`src/rtl/usb_sync_eop_detector_if.sv`:
```
// usb_sync_eop_detector_if
//   Bit-stream interface between the NRZI decoder and the SYNC/EOP framing
//   detector.
//   - Upstream (master) drives:    Bit_Valid, Data_In, Diff
//   - Detector (slave) returns:    Sync_Out, Pkt_Active, Bit_Count, Eop_Out,
//                                  Err_Eop, Err_Timeout, Bus_Reset
//   MAX_PKT_BITS must match the detector so Bit_Count has the same width.
interface usb_sync_eop_detector_if #(
  parameter int MAX_PKT_BITS = 1100
);
  localparam int CNT_W = $clog2(MAX_PKT_BITS + 1);

  logic             Bit_Valid;
  logic             Data_In;
  logic             Diff;
  logic             Sync_Out;
  logic             Pkt_Active;
  logic [CNT_W-1:0] Bit_Count;
  logic             Eop_Out;
  logic             Err_Eop;
  logic             Err_Timeout;
  logic             Bus_Reset;

  modport master (
    output Bit_Valid, Data_In, Diff,
    input  Sync_Out, Pkt_Active, Bit_Count, Eop_Out, Err_Eop, Err_Timeout, Bus_Reset
  );

  modport slave (
    input  Bit_Valid, Data_In, Diff,
    output Sync_Out, Pkt_Active, Bit_Count, Eop_Out, Err_Eop, Err_Timeout, Bus_Reset
  );
endinterface

```
`src/rtl/usb_sync_eop_detector.sv`:
```
// usb_sync_eop_detector
//   USB receive framing detector. Matches SYNC on decoded bits, counts body
//   bits with a timeout, qualifies EOP (N SE0 bit times followed by J) and
//   flags short SE0 / missing J and long-SE0 bus reset.
// Ports
//   Sync_Eop_Detector_Clk  bit-recovery clock
//   Reset_n                asynchronous reset, active low
//   det_bus (slave)        Bit_Valid/Data_In/Diff in; Sync_Out, Pkt_Active,
//                          Bit_Count, Eop_Out, Err_Eop, Err_Timeout, Bus_Reset out
//   All outputs are registered; pulses last exactly one clock.
module usb_sync_eop_detector #(
  parameter int          SYNC_LEN       = 8,
  parameter logic [15:0] SYNC_PATTERN   = 16'h0080,
  parameter int          EOP_SE0_BITS   = 2,
  parameter int          BUS_RESET_BITS = 16,
  parameter int          MAX_PKT_BITS   = 1100
) (
  input logic                   Sync_Eop_Detector_Clk,
  input logic                   Reset_n,
  usb_sync_eop_detector_if.slave det_bus
);

  localparam int CNT_W  = $clog2(MAX_PKT_BITS + 1);
  localparam int FILL_W = $clog2(SYNC_LEN + 1);
  localparam int SE0_W  = $clog2(BUS_RESET_BITS + 1);
  localparam logic [SYNC_LEN-1:0] PATTERN_C = SYNC_PATTERN[SYNC_LEN-1:0];

  typedef enum logic [1:0] {
    ST_IDLE   = 2'd0,
    ST_ACTIVE = 2'd1,
    ST_SE0    = 2'd2
  } state_t;

  state_t              state_r,       state_nxt_s;
  logic [SYNC_LEN-1:0] window_r,      window_nxt_s;
  logic [FILL_W-1:0]   fill_r,        fill_nxt_s;
  logic [SE0_W-1:0]    se0_cnt_r,     se0_cnt_nxt_s;
  logic [CNT_W-1:0]    bit_count_r,   bit_count_nxt_s;
  logic                pkt_active_r,  pkt_active_nxt_s;
  logic                bus_reset_r,   bus_reset_nxt_s;
  logic                sync_out_r,    sync_out_nxt_s;
  logic                eop_out_r,     eop_out_nxt_s;
  logic                err_eop_r,     err_eop_nxt_s;
  logic                err_timeout_r, err_timeout_nxt_s;

  logic [SYNC_LEN-1:0] window_shift_s;
  logic [FILL_W-1:0]   fill_inc_s;
  logic [SE0_W-1:0]    se0_inc_s;
  logic                sync_hit_s;
  logic                timeout_s;

  // Shared helpers: shifted window (newest bit at MSB), saturating counters, match/timeout decode
  always_comb begin
    window_shift_s = {det_bus.Data_In, window_r[SYNC_LEN-1:1]};
    if (fill_r == FILL_W'(SYNC_LEN)) begin
      fill_inc_s = fill_r;
    end else begin
      fill_inc_s = fill_r + FILL_W'(1);
    end
    if (se0_cnt_r == SE0_W'(BUS_RESET_BITS)) begin
      se0_inc_s = se0_cnt_r;
    end else begin
      se0_inc_s = se0_cnt_r + SE0_W'(1);
    end
    // Match is evaluated on the window including the bit arriving now
    sync_hit_s = (fill_inc_s == FILL_W'(SYNC_LEN)) && (window_shift_s == PATTERN_C);
    timeout_s  = (bit_count_r == CNT_W'(MAX_PKT_BITS));
  end

  // State and datapath registers
  always_ff @(posedge Sync_Eop_Detector_Clk or negedge Reset_n) begin
    if (!Reset_n) begin
      state_r       <= ST_IDLE;
      window_r      <= '0;
      fill_r        <= '0;
      se0_cnt_r     <= '0;
      bit_count_r   <= '0;
      pkt_active_r  <= 1'b0;
      bus_reset_r   <= 1'b0;
      sync_out_r    <= 1'b0;
      eop_out_r     <= 1'b0;
      err_eop_r     <= 1'b0;
      err_timeout_r <= 1'b0;
    end else begin
      state_r       <= state_nxt_s;
      window_r      <= window_nxt_s;
      fill_r        <= fill_nxt_s;
      se0_cnt_r     <= se0_cnt_nxt_s;
      bit_count_r   <= bit_count_nxt_s;
      pkt_active_r  <= pkt_active_nxt_s;
      bus_reset_r   <= bus_reset_nxt_s;
      sync_out_r    <= sync_out_nxt_s;
      eop_out_r     <= eop_out_nxt_s;
      err_eop_r     <= err_eop_nxt_s;
      err_timeout_r <= err_timeout_nxt_s;
    end
  end

  // Next-state decode; only Bit_Valid cycles move the FSM
  always_comb begin
    state_nxt_s = state_r;
    case (state_r)
      ST_IDLE: begin
        if (det_bus.Bit_Valid) begin
          if (!det_bus.Diff) begin
            state_nxt_s = ST_SE0;
          end else if (sync_hit_s) begin
            state_nxt_s = ST_ACTIVE;
          end else begin
            state_nxt_s = ST_IDLE;
          end
        end else begin
          state_nxt_s = ST_IDLE;
        end
      end
      ST_ACTIVE: begin
        if (det_bus.Bit_Valid) begin
          if (!det_bus.Diff) begin
            state_nxt_s = ST_SE0;
          end else if (timeout_s) begin
            state_nxt_s = ST_IDLE;
          end else begin
            state_nxt_s = ST_ACTIVE;
          end
        end else begin
          state_nxt_s = ST_ACTIVE;
        end
      end
      ST_SE0: begin
        if (det_bus.Bit_Valid && det_bus.Diff) begin
          state_nxt_s = ST_IDLE;
        end else begin
          state_nxt_s = ST_SE0;
        end
      end
      default: begin
        state_nxt_s = ST_IDLE;
      end
    endcase
  end

  // Datapath and output next values; pulses default low so they last one clock
  always_comb begin
    window_nxt_s      = window_r;
    fill_nxt_s        = fill_r;
    se0_cnt_nxt_s     = se0_cnt_r;
    bit_count_nxt_s   = bit_count_r;
    pkt_active_nxt_s  = pkt_active_r;
    bus_reset_nxt_s   = bus_reset_r;
    sync_out_nxt_s    = 1'b0;
    eop_out_nxt_s     = 1'b0;
    err_eop_nxt_s     = 1'b0;
    err_timeout_nxt_s = 1'b0;
    case (state_r)
      ST_IDLE: begin
        if (det_bus.Bit_Valid) begin
          if (det_bus.Diff) begin
            window_nxt_s = window_shift_s;
            fill_nxt_s   = fill_inc_s;
            if (sync_hit_s) begin
              sync_out_nxt_s   = 1'b1;
              pkt_active_nxt_s = 1'b1;
              bit_count_nxt_s  = '0;
            end else begin
              sync_out_nxt_s = 1'b0;
            end
          end else begin
            // SE0 outside a packet: tracked only for bus reset
            fill_nxt_s    = '0;
            se0_cnt_nxt_s = SE0_W'(1);
          end
        end else begin
          fill_nxt_s = fill_r;
        end
      end
      ST_ACTIVE: begin
        if (det_bus.Bit_Valid) begin
          if (det_bus.Diff) begin
            if (timeout_s) begin
              // Count stays at MAX_PKT_BITS for inspection
              err_timeout_nxt_s = 1'b1;
              pkt_active_nxt_s  = 1'b0;
            end else begin
              bit_count_nxt_s = bit_count_r + CNT_W'(1);
            end
          end else begin
            se0_cnt_nxt_s = SE0_W'(1);
          end
        end else begin
          bit_count_nxt_s = bit_count_r;
        end
      end
      ST_SE0: begin
        if (det_bus.Bit_Valid) begin
          if (!det_bus.Diff) begin
            se0_cnt_nxt_s = se0_inc_s;
            if (se0_inc_s == SE0_W'(BUS_RESET_BITS)) begin
              // Bus reset silently abandons any packet in progress
              bus_reset_nxt_s  = 1'b1;
              pkt_active_nxt_s = 1'b0;
            end else begin
              bus_reset_nxt_s = bus_reset_r;
            end
          end else begin
            bus_reset_nxt_s  = 1'b0;
            pkt_active_nxt_s = 1'b0;
            fill_nxt_s       = '0;
            if (pkt_active_r) begin
              if ((se0_cnt_r >= SE0_W'(EOP_SE0_BITS)) && det_bus.Data_In) begin
                eop_out_nxt_s = 1'b1;
              end else begin
                err_eop_nxt_s = 1'b1;
              end
            end else begin
              eop_out_nxt_s = 1'b0;
            end
          end
        end else begin
          se0_cnt_nxt_s = se0_cnt_r;
        end
      end
      default: begin
        pkt_active_nxt_s = 1'b0;
        bus_reset_nxt_s  = 1'b0;
      end
    endcase
  end

  assign det_bus.Sync_Out    = sync_out_r;
  assign det_bus.Pkt_Active  = pkt_active_r;
  assign det_bus.Bit_Count   = bit_count_r;
  assign det_bus.Eop_Out     = eop_out_r;
  assign det_bus.Err_Eop     = err_eop_r;
  assign det_bus.Err_Timeout = err_timeout_r;
  assign det_bus.Bus_Reset   = bus_reset_r;

endmodule

```
`src/flat_wrapper.sv`:
```
// flat-port wrapper written by rule: the top's interface ports become plain ports
module usb_sync_eop_detector_flat 
#(
  parameter int          SYNC_LEN       = 8,
  parameter logic [15:0] SYNC_PATTERN   = 16'h0080,
  parameter int          EOP_SE0_BITS   = 2,
  parameter int          BUS_RESET_BITS = 16,
  parameter int          MAX_PKT_BITS   = 1100
)
  (Sync_Eop_Detector_Clk, Reset_n, det_bus_Bit_Valid, det_bus_Data_In, det_bus_Diff, det_bus_Sync_Out, det_bus_Pkt_Active, det_bus_Bit_Count, det_bus_Eop_Out, det_bus_Err_Eop, det_bus_Err_Timeout, det_bus_Bus_Reset);
  usb_sync_eop_detector_if #(.MAX_PKT_BITS(MAX_PKT_BITS)) det_bus_i ();
  input logic Sync_Eop_Detector_Clk;
  input logic Reset_n;
  input wire logic [$bits(det_bus_i.Bit_Valid)-1:0] det_bus_Bit_Valid;
  input wire logic [$bits(det_bus_i.Data_In)-1:0] det_bus_Data_In;
  input wire logic [$bits(det_bus_i.Diff)-1:0] det_bus_Diff;
  output wire logic [$bits(det_bus_i.Sync_Out)-1:0] det_bus_Sync_Out;
  output wire logic [$bits(det_bus_i.Pkt_Active)-1:0] det_bus_Pkt_Active;
  output wire logic [$bits(det_bus_i.Bit_Count)-1:0] det_bus_Bit_Count;
  output wire logic [$bits(det_bus_i.Eop_Out)-1:0] det_bus_Eop_Out;
  output wire logic [$bits(det_bus_i.Err_Eop)-1:0] det_bus_Err_Eop;
  output wire logic [$bits(det_bus_i.Err_Timeout)-1:0] det_bus_Err_Timeout;
  output wire logic [$bits(det_bus_i.Bus_Reset)-1:0] det_bus_Bus_Reset;
  assign det_bus_i.Bit_Valid = det_bus_Bit_Valid;
  assign det_bus_i.Data_In = det_bus_Data_In;
  assign det_bus_i.Diff = det_bus_Diff;
  assign det_bus_Sync_Out = det_bus_i.Sync_Out;
  assign det_bus_Pkt_Active = det_bus_i.Pkt_Active;
  assign det_bus_Bit_Count = det_bus_i.Bit_Count;
  assign det_bus_Eop_Out = det_bus_i.Eop_Out;
  assign det_bus_Err_Eop = det_bus_i.Err_Eop;
  assign det_bus_Err_Timeout = det_bus_i.Err_Timeout;
  assign det_bus_Bus_Reset = det_bus_i.Bus_Reset;
  usb_sync_eop_detector #(.SYNC_LEN(SYNC_LEN), .SYNC_PATTERN(SYNC_PATTERN), .EOP_SE0_BITS(EOP_SE0_BITS), .BUS_RESET_BITS(BUS_RESET_BITS), .MAX_PKT_BITS(MAX_PKT_BITS)) u_core (.Sync_Eop_Detector_Clk(Sync_Eop_Detector_Clk), .Reset_n(Reset_n), .det_bus(det_bus_i));
endmodule
```
`config.mk`:
```
export PLATFORM = sky130hd
export DESIGN_NAME = usb_sync_eop_detector_flat
export DESIGN_NICKNAME = d
export VERILOG_FILES = /design/src/rtl/usb_sync_eop_detector_if.sv /design/src/rtl/usb_sync_eop_detector.sv /design/src/flat_wrapper.sv
export SDC_FILE = /design/constraint.sdc
export NUM_CORES = 1
export LEC_CHECK = 0
export BUFFER_PORTS_ARGS = -buffer_cell sky130_fd_sc_hd__buf_2
export CELL_PAD_IN_SITES_DETAIL_PLACEMENT = 0
export CELL_PAD_IN_SITES_GLOBAL_PLACEMENT = 1
export CORE_UTILIZATION = 40
export DETAILED_ROUTE_END_ITERATION = 8
export PLACE_DENSITY = 0.81
export SYNTH_ARGS = -nofsm -noshare
export SYNTH_HDL_FRONTEND = slang
export SYNTH_SLANG_ARGS = --single-unit
```
`constraint.sdc`:
```
create_clock -name Sync_Eop_Detector_Clk -period 2.1 [get_ports Sync_Eop_Detector_Clk]
set_input_delay 0.21 -clock Sync_Eop_Detector_Clk [delete_from_list [all_inputs] [get_ports Sync_Eop_Detector_Clk]]
set_output_delay 0.21 -clock Sync_Eop_Detector_Clk [all_outputs]
set_load 0.005 [all_outputs]
```
== Word-level counts from Yosys, hierarchy flattened ==
Cells that the tools add are included.
Word-level totals
  bits in read-only memories: 0
  output and inout bits: 17
  memory bits (writable): 0
  memories kept: 0
  latch bits: 0
  register bits: 36
Operators by class
  multipliers: 0
  div/mod/pow operators: 0
  equal/unequal tests: 21
  muxes and demuxes: 59
  $lt $le $gt $ge: 1
  shifts and indexed selects: 0
  bitwise operators: 1
  reductions and logical operators: 14
  add/sub/neg operators: 3
Operators with widths (count)
  $mux W11: 6
  $mux W1: 32
  $mux W5: 5
  $pmux W11 S2: 1
  $mux W4: 5
  $ne A2 B2 Y1 const B: 9
  $add A11 B1 Y11 const B: 1
  $eq A11 B11 Y1 const B: 1
  $eq A5 B5 Y1 const B: 2
  $mux W2: 5
  $pmux W5 S2: 1
  $eq A4 B4 Y1 const B: 2
  $eq A8 B8 Y1 const B: 1
  $pmux W4 S2: 1
  $reduce_and A8 Y1: 1
  $reduce_and A7 Y1: 1
  $ne A2 B1 Y1 const B: 3
  $pmux W2 S3: 1
  $reduce_and A3 Y1: 2
  $reduce_bool A2 Y1: 3
  $add A5 B1 Y5 const B: 1
  $ge A5 B2 Y1 const B: 1
  $reduce_and A5 Y1: 1
  $add A4 B1 Y4 const B: 1
  other kinds (10): 12

== Depth between registers and ports, before layout ==
Gate-level depths: netlist of the first run.
  word-level depth: 8
  depth in mapped cells: 7
  gate-level depth less buffers: 7

== Worst setup path before layout of the first run ==
Ideal clock, no wire load.
  path type: reg-to-reg
  start point: reg u_core.window_r[2]
  end point: reg u_core.bit_count_r[10] (netlist: u_core.det_bus.Bit_Count[10])
  path slack: -65 ps
  required time: 1976 ps
  setup time: 124 ps
  buffers on the path: 0
  arrival time: 2041 ps
  stages on the path, launching flop included: 6
  period minus slack after synthesis: 2165 ps
  cell sequence: dfrtp_1 or4_1 or4b_4 a2111oi_4 o21ai_2 a211o_1
On the way
  longest elaborated chain between the ends: 4
Ends and longest elaborated chain
  start: declaration: line usb_sync_eop_detector.sv:35  | logic [SYNC_LEN-1:0] window_r, window_nxt_s;
  start signal: assignment: line usb_sync_eop_detector.sv:86  | window_r <= window_nxt_s;
  $eq A8 B8 Y1: line usb_sync_eop_detector.sv:66  | sync_hit_s = (fill_inc_s == FILL_W'(SYNC_LEN)) && (window_shift_s == PATTERN_C);
  $logic_and A1 B1 Y1: line usb_sync_eop_detector.sv:66
  $ne A2 B1 Y1 (no line)
  $reduce_and A7 Y1 (no line)
  end signal: assignment: line usb_sync_eop_detector.sv:89  | bit_count_r <= bit_count_nxt_s;
  end: declaration: line usb_sync_eop_detector.sv:38  | logic [CNT_W-1:0] bit_count_r, bit_count_nxt_s;
No other way between the ends.
A chain may end at the register's enable or synchronous reset.

== Worst setup path in the final report of the first run ==
  start point: reg u_core.window_r[2]
  end point: reg u_core.bit_count_r[9] (netlist: u_core.det_bus.Bit_Count[9])
The elaborated chain is that of the path after synthesis.

==> results of run 1 <==
## final timing paths
| path | endpoint | slack, ns | from | depth (start not counted) |
|---|---|---|---|---|
| max in group asynchronous | u_core.det_bus.Bit_Count[7] | 1.59 | Reset_n | 1 |
| setup / recovery | u_core.det_bus.Bit_Count[9] | -0.15 | u_core.window_r[2] | 5 |
| setup reg to reg | u_core.det_bus.Bit_Count[9] | -0.15 | u_core.window_r[2] | 5 |
| min in group Sync_Eop_Detector_Clk | u_core.det_bus.Eop_Out | 0.21 | det_bus_Data_In | 3 |
| hold / removal | u_core.det_bus.Bus_Reset | 0.006 | Reset_n | 1 |
| hold reg to reg | u_core.window_r[1] | 0.51 | u_core.window_r[1] | 1 |
## cells in the final DEF, fill, tap and decap left out, drive strengths merged, types with 2 or more instances in the layout
| cell type | n |
|---|---|
| a31oi | 7 |
| o21ai | 19 |
| nand4 | 2 |
| or3 | 3 |
| or4b | 2 |
| nor3 | 6 |
| mux2 | 7 |
| or2 | 2 |
| buf | 48 |
| a22o | 3 |
| nor4 | 4 |
| clkinv | 2 |
| nand3 | 12 |
| ha | 7 |
| and3 | 3 |
| o31ai | 3 |
| dfrtp | 35 |
| nor2b | 4 |
| nand2 | 20 |
| inv | 10 |
| o21a | 2 |
| o211ai | 2 |
| nor2 | 17 |
| a21oi | 9 |
| and2 | 4 |
| clkbuf | 5 |
## state kept, by name (all words and copies together) (netlist names), 2 cells and up
name,flops
u_core.state_r,2
u_core.window_r,7
u_core.se0_cnt_r,5
u_core.fill_r,4
u_core.det_bus.Bit_Count,11
## cell type report
type,count,area share (%)
Timing Repair Buffer,48,12.5
Inverter,10,1.53
Clock buffer,5,2.80
Tap cell,67,3.41
Multi-Input combinational cell,159,42.3
Clock inverter,3,1.78
Sequential cell,35,35.6
## logic make-up after synthesis
logic type	share of synthesized area, %
AOI/OAI and AO/OA	18.0
xor gates and xnor gates	0.883
adders and majority gates	4.42
buffers and inverters	3.41
DFF	44.2
muxes	4.48
and+or+nand+nor	24.6
## layer usage
metal	share of wire (%)	global-route usage, %	vias to the layer above	routed length, um
met5	0	0	-	0
met4	1.0	4.58	0	45
met3	3.1	3.75	6	135
met1	50	24.6	854	2180
li1	-	-	865	-
met2	46	29.7	36	1980
## power breakdown
part | leakage [nW] | switching, W | total (W) | internal [W]
Combinational | 0.648 | 0.000181 | 0.000373 | 0.000192
Clock | 0.0581 | 0.000264 | 0.000617 | 0.000354
Sequential | 0.461 | 0.0000556 | 0.000820 | 0.000764
## timing repair
item,4_1_cts,5_1_grt
hold buffers,0,0
setup endpoints to repair,13,13
pin swaps,7,2
## stage by stage
step	cell area (um^2)	setup slack, ns	hold slack, ns
3_3_place_gp	2340	-0.153	0.347
6_report	2460	-0.152	0.00629
3_5_place_dp	2340	-0.167	0.348
5_1_grt	2460	-0.220	0.0796
4_1_cts	2460	-0.166	0.0358
2_1_floorplan	1980	-0.0635	-0.0856
==> summary.md, run 1 <==
| Metric | Value |
|---|---|
| Post-Synthesis Cells | `212` |
| Synth unique cells | `51` |
| Fin nets | `271` |
| Pwr Total | `0.00181 W` |
| Unrepaired setup endpoints after global routing | `yes` |
| Setup_tns | `-1.63 ns` |
| Syn avg cell area | `9.35 um^2` |
| Std cell rows | `25` |
| CTS Buf Count | `5` |
| Largest net degree at the start of global routing | `36` |
| Max cap viols | `0` |
| Top cells by count, synth | `dfrtp_1 (35), nand2_1 (20), nor2_1 (17), o21ai_0 (17), nand3_1 (12)` |
| Synth top area cells | `dfrtp_1 (44%), ha_1 (4.4%), o21ai_0 (4.3%)` |
| Number of fillers in the final layout | `467` |
| Share of cells above drive strength 1 | `28.1%` |
| Setup ws final | `-0.152 ns` |
| Sequential share of the synthesized area | `44.2%` |
| Initial Util | `41.7%` |
| Worst min-delay path class | `in -> async` |
| Req. time, crit path | `2.26 ns` |
| Buf/Inv on CP | `0` |
| Synthesized area | `1980 um^2` |
| Crit path max-delay family | `simple AND/OR/NAND/NOR gates` |
| Antenna cell count | `0` |
| Residual DRC count | `0` |
| P_leak | `1.17 nW` |
| Vias in the first global route | `1581` |
| Final wirelength | `4350 um` |
| Gr usage total | `18.2%` |
| Via count | `1761` |
| Final Setup Violations | `13` |
| Cell taking the most area after synthesis | `dfrtp_1` |
| Post-CTS Setup Inserts | `0` |
| Fmax | `444 MHz` |
| Relative max-transition margin | `46.7%` |
| Pre-Repair DR Iteration Count | `4` |
| Root buffer cell | `clkbuf_8` |
| Detailed placer's ending HPWL | `3080 um` |
| Failing checks | `negative setup slack` |
| Synth Flop Type | `dfrtp_1` |
| Core area | `4750 um^2` |
| Critical Setup Path Class | `reg -> reg` |
| Die Width | `72.4 um` |
| Worst VDD drop | `314 uV` |
| Final Hold Viols | `0` |
| YS warnings | `0` |
| P per Cell Area | `737 nW/um^2` |
| Crit. End Element | `flop` |
| Sink count of the clock tree | `35` |
| Post-synth EDFFs | `0` |
| Worst clock skew | `0.00425 ns` |
| Worst skew pair latency | `0.29 ns` |
| Layout Cells excl Fill | `327` |
| Multi-input gate area | `1040 um^2` |
| Pins Over Slew Limit | `0` |
| Clock transition at path regs | `0.08 ns` |
| Asr flop ratio synth | `100%` |
| Slowest stage cell, crit path | `or4b_4` |
| Cell Chain, Critical Path | `or4_1 -> or4b_4 -> a2111oi_4 -> o21a_2 -> a31oi_1` |
| Slowest stage delay, CP | `0.54 ns` |
| Outcome | `complete, but fails checks` |
| Post-route ant nets | `0` |
| Placed insts | `319` |
| Gpl congestion | `0.742` |
| Worst-margin pin slew | `0.799 ns` |
| Synthesized Nets | `224` |
| CTS max path bufs | `2` |
| Routed len/inst | `13.3 um` |
| Number of port buffers | `21` |
| Fin crit share | `107%` |
| Syn-to-layout area delta | `23.9%` |
| Overflow after GRT | `0` |
| Post-CTS resize count | `0` |
| Fin crit period | `2.25 ns` |
| Synthesis-stage register bit count | `35` |
| Global-route wire length before repair | `7420 um` |
| H-Tree Level Count | `2` |
| Initial antenna violation count | `0` |
| Register area | `876 um^2` |
| CP max FO | `7` |
| CP startpoint kind | `flop` |
| Crit path DAT | `2.41 ns` |
| Share of the synthesized area in the top cell type | `44.2%` |
| Die Y | `72.4 um` |
| Die area | `5240 um^2` |
| Top-count cell post-synth | `dfrtp_1` |
| First DRT Iteration DRCs | `151` |
| DR vias/cell | `5.39` |
| CTS tree | `done` |
| Final core occ | `51.7%` |
| Top Ports | `22` |
Note: power is estimated with default switching activity, not from simulation.
==> run 2, diff against run 1 <==
- REMOVE_ABC_BUFFERS: default -> 1
==> run 2 against run 1 <==
The run ends with negative hold slack, negative setup slack left. Combinational power down 2%. Maximum frequency up 0.37%. Clock power about the same. Sequential cell count unchanged. Largest power group unchanged. Highest routed layer unchanged. Clock skew up 0.0017 ns. Die area unchanged. Cell count down 0.61%. Routed wire length up 3.1%.
==> summary.md, run 2 (synthesis results as in run 1) <==
| Metric | Value |
|---|---|
| Outcome | `complete, but fails checks` |
| Failing checks | `negative hold slack, negative setup slack` |
| Worst hold slack | `-0.00147 ns (-0.00776 ns)` |
| Worst skew pair latency | `0.29 ns (about the same)` |
| CTS max path bufs | `2 (unchanged)` |
| Via count | `1721 (-2.3%)` |
| Die Width | `72.4 um (unchanged)` |
| CP startpoint kind | `flop` |
| Number of fillers in the final layout | `481 (+3.0%)` |
| Pins Over Slew Limit | `0 (unchanged)` |
| Initial antenna violation count | `0 (unchanged)` |
| Core area | `4750 um^2 (unchanged)` |
| Placed insts | `316 (-0.94%)` |
| CP max FO | `6 (-1)` |
| Pre-Repair DR Iteration Count | `4 (unchanged)` |
| Final wirelength | `4480 um (+3.1%)` |
| P per Cell Area | `736 nW/um^2 (-0.12%)` |
| Pwr Total | `0.00181 W (-0.17%)` |
| First DRT Iteration DRCs | `105 (-30%)` |
| Placed inst area | `2320 um^2 (-0.96%)` |
| Cell area after layout | `2460 um^2 (about the same)` |
| Top Ports | `22 (unchanged)` |
| Layout Cells excl Fill | `325 (-0.61%)` |
| Reg-to-Reg Start | `u_core.window_r[5]` |
| Crit path launch | `u_core.window_r[5]` |
| Max cap viols | `0 (unchanged)` |
| Overflow after GRT | `0 (unchanged)` |
| Fmax | `446 MHz (+0.37%)` |
| Share of cells above drive strength 1 | `28.3% (+0.22 points)` |
| DR vias/cell | `5.30 (-1.7%)` |
| Post-route ant nets | `0 (unchanged)` |
| Die area | `5240 um^2 (unchanged)` |
| Largest net degree at the start of global routing | `36 (unchanged)` |
| Detailed placer's ending HPWL | `3180 um (+3.3%)` |
| Multi-input gate area | `1050 um^2 (+1.3%)` |
| Die Y | `72.4 um (unchanged)` |
| Commonest non-fill, non-tap cell in the layout | `dfrtp_1` |
| FF-to-FF setup slack | `-0.14 ns (about the same)` |
| Final Hold Viols | `3 (+3)` |
| Register area | `876 um^2 (unchanged)` |
| Fin crit share | `107% (-0.39 points)` |
| Gr usage total | `19.3% (+1.2 points)` |
| Crit path DAT | `2.42 ns (about the same)` |
| Root buffer cell | `clkbuf_8` |
| Crit. End Element | `flop` |
| Initial Util | `41.7% (unchanged)` |
| Req. time, crit path | `2.27 ns (about the same)` |
| Global-route wire length before repair | `7810 um (+5.2%)` |
| Critical Setup Path Class | `reg -> reg` |
| Antenna cell count | `0 (unchanged)` |
| Clock transition at path regs | `0.08 ns (about the same)` |
| Relative max-transition margin | `47.7% (+0.99 points)` |
| Std cell rows | `25 (unchanged)` |
| Sink count of the clock tree | `35 (unchanged)` |
| Pre-CTS worst setup slack | `-0.198 ns (-0.0307 ns)` |
| CTS tree | `done` |
| Worst-margin pin slew | `0.784 ns (-0.0148 ns)` |
| Worst clock skew | `0.00593 ns (+0.00167 ns)` |
| Routed len/inst | `13.8 um (+3.7%)` |
| Max FFs per register | `11 (unchanged)` |
| Residual DRC count | `0 (unchanged)` |
| P_leak | `1.16 nW (-0.75%)` |
| Number of port buffers | `21 (unchanged)` |
| Final Setup Violations | `13 (unchanged)` |
| Fin crit period | `2.24 ns (-0.00821 ns)` |
| Setup ws final | `-0.144 ns (+0.00821 ns)` |
| Vias in the first global route | `1645 (+4.0%)` |
| R2R Path End | `u_core.det_bus.Bit_Count[10]` |
| Worst VDD drop | `323 uV (+2.6%)` |
| Fin nets | `269 (-0.74%)` |
| Most frequent cells in the layout | `dfrtp_1 (35), buf_4 (25), buf_2 (21)` |
| Unrepaired setup endpoints after global routing | `yes` |
| Worst min-delay path class | `in -> async` |
| CTS Buf Count | `5 (unchanged)` |
| Syn-to-layout area delta | `23.8% (about the same)` |
| H-Tree Level Count | `2 (unchanged)` |
| FF-to-FF path depth | `6 (+1)` |
| Gpl congestion | `0.770 (+3.7%)` |
-- run 2: cell count changes in the layout (fill, tap and decap cells not counted), sizes merged --
cell | previous run | this run
buf | 48 | 46
-- run 2: worst max-delay path by stage --
stage                                               to  slack (ns)
after floorplan           u_core.det_bus.Bit_Count[10]       -0.06
after global placement    u_core.det_bus.Bit_Count[10]       -0.12
after detailed placement  u_core.det_bus.Bit_Count[10]       -0.20
after CTS                 u_core.det_bus.Bit_Count[10]       -0.15
after global routing      u_core.det_bus.Bit_Count[10]       -0.24
final                     u_core.det_bus.Bit_Count[10]       -0.14
-- run 2: worst max-delay path, cell delays in order (launching register included) --
cell	delay (ns)
dfrtp_1	0.38
or4_1	0.53
or4b_4	0.51
a2111oi_4	0.19
buf_4	0.20
o21ai_2	0.06
a211o_1	0.27
-- run 2: where the power goes --
group | total, W | leakage [nW] | switching [W] | internal (W)
sequential | 0.000825 | 0.461 | 0.0000615 | 0.000764
clock | 0.000616 | 0.0581 | 0.000263 | 0.000354
combinational | 0.000365 | 0.639 | 0.000173 | 0.000192
total | 0.00181 | 1.16 | 0.000498 | 0.00131
-- run 2: through the flow --
stage / TNS [ns] / utilization [%]
after CTS: -1.11 / 51.4
after detailed placement: -1.64 / 48.8
final: -1.01 / 51.7
after floorplan: -0.264 / -
after global routing: -2.45 / 51.7
after global placement: -0.923 / 48.8
-- run 2: timing repair --
| action | 4_1_cts | 5_1_grt |
|---|---|---|
| endpoints found under the setup margin | 13 | 14 |
| resized for setup | 2 | 1 |
| setup buffers | 0 | 1 |
| pin swaps | 13 | 2 |
| hold buffers | 0 | 0 |
-- run 2: final cells by class --
class                   instances  share of cell area [%]
well taps                      67                    3.41
clock buffers                   5                    2.80
multi-input cells             159                    42.9
inverters                      10                    1.53
flip-flops and latches         35                    35.7
repair buffers                 46                    11.9
clock inverters                 3                    1.78
-- run 2: metal layers --
metal	global-route usage, %	up-vias	part of all wire [%]
met5	0	-	0
met1	27.2	821	49
li1	-	858	-
met2	29.4	34	46
met3	5.00	8	4.0
met4	5.45	0	1.3
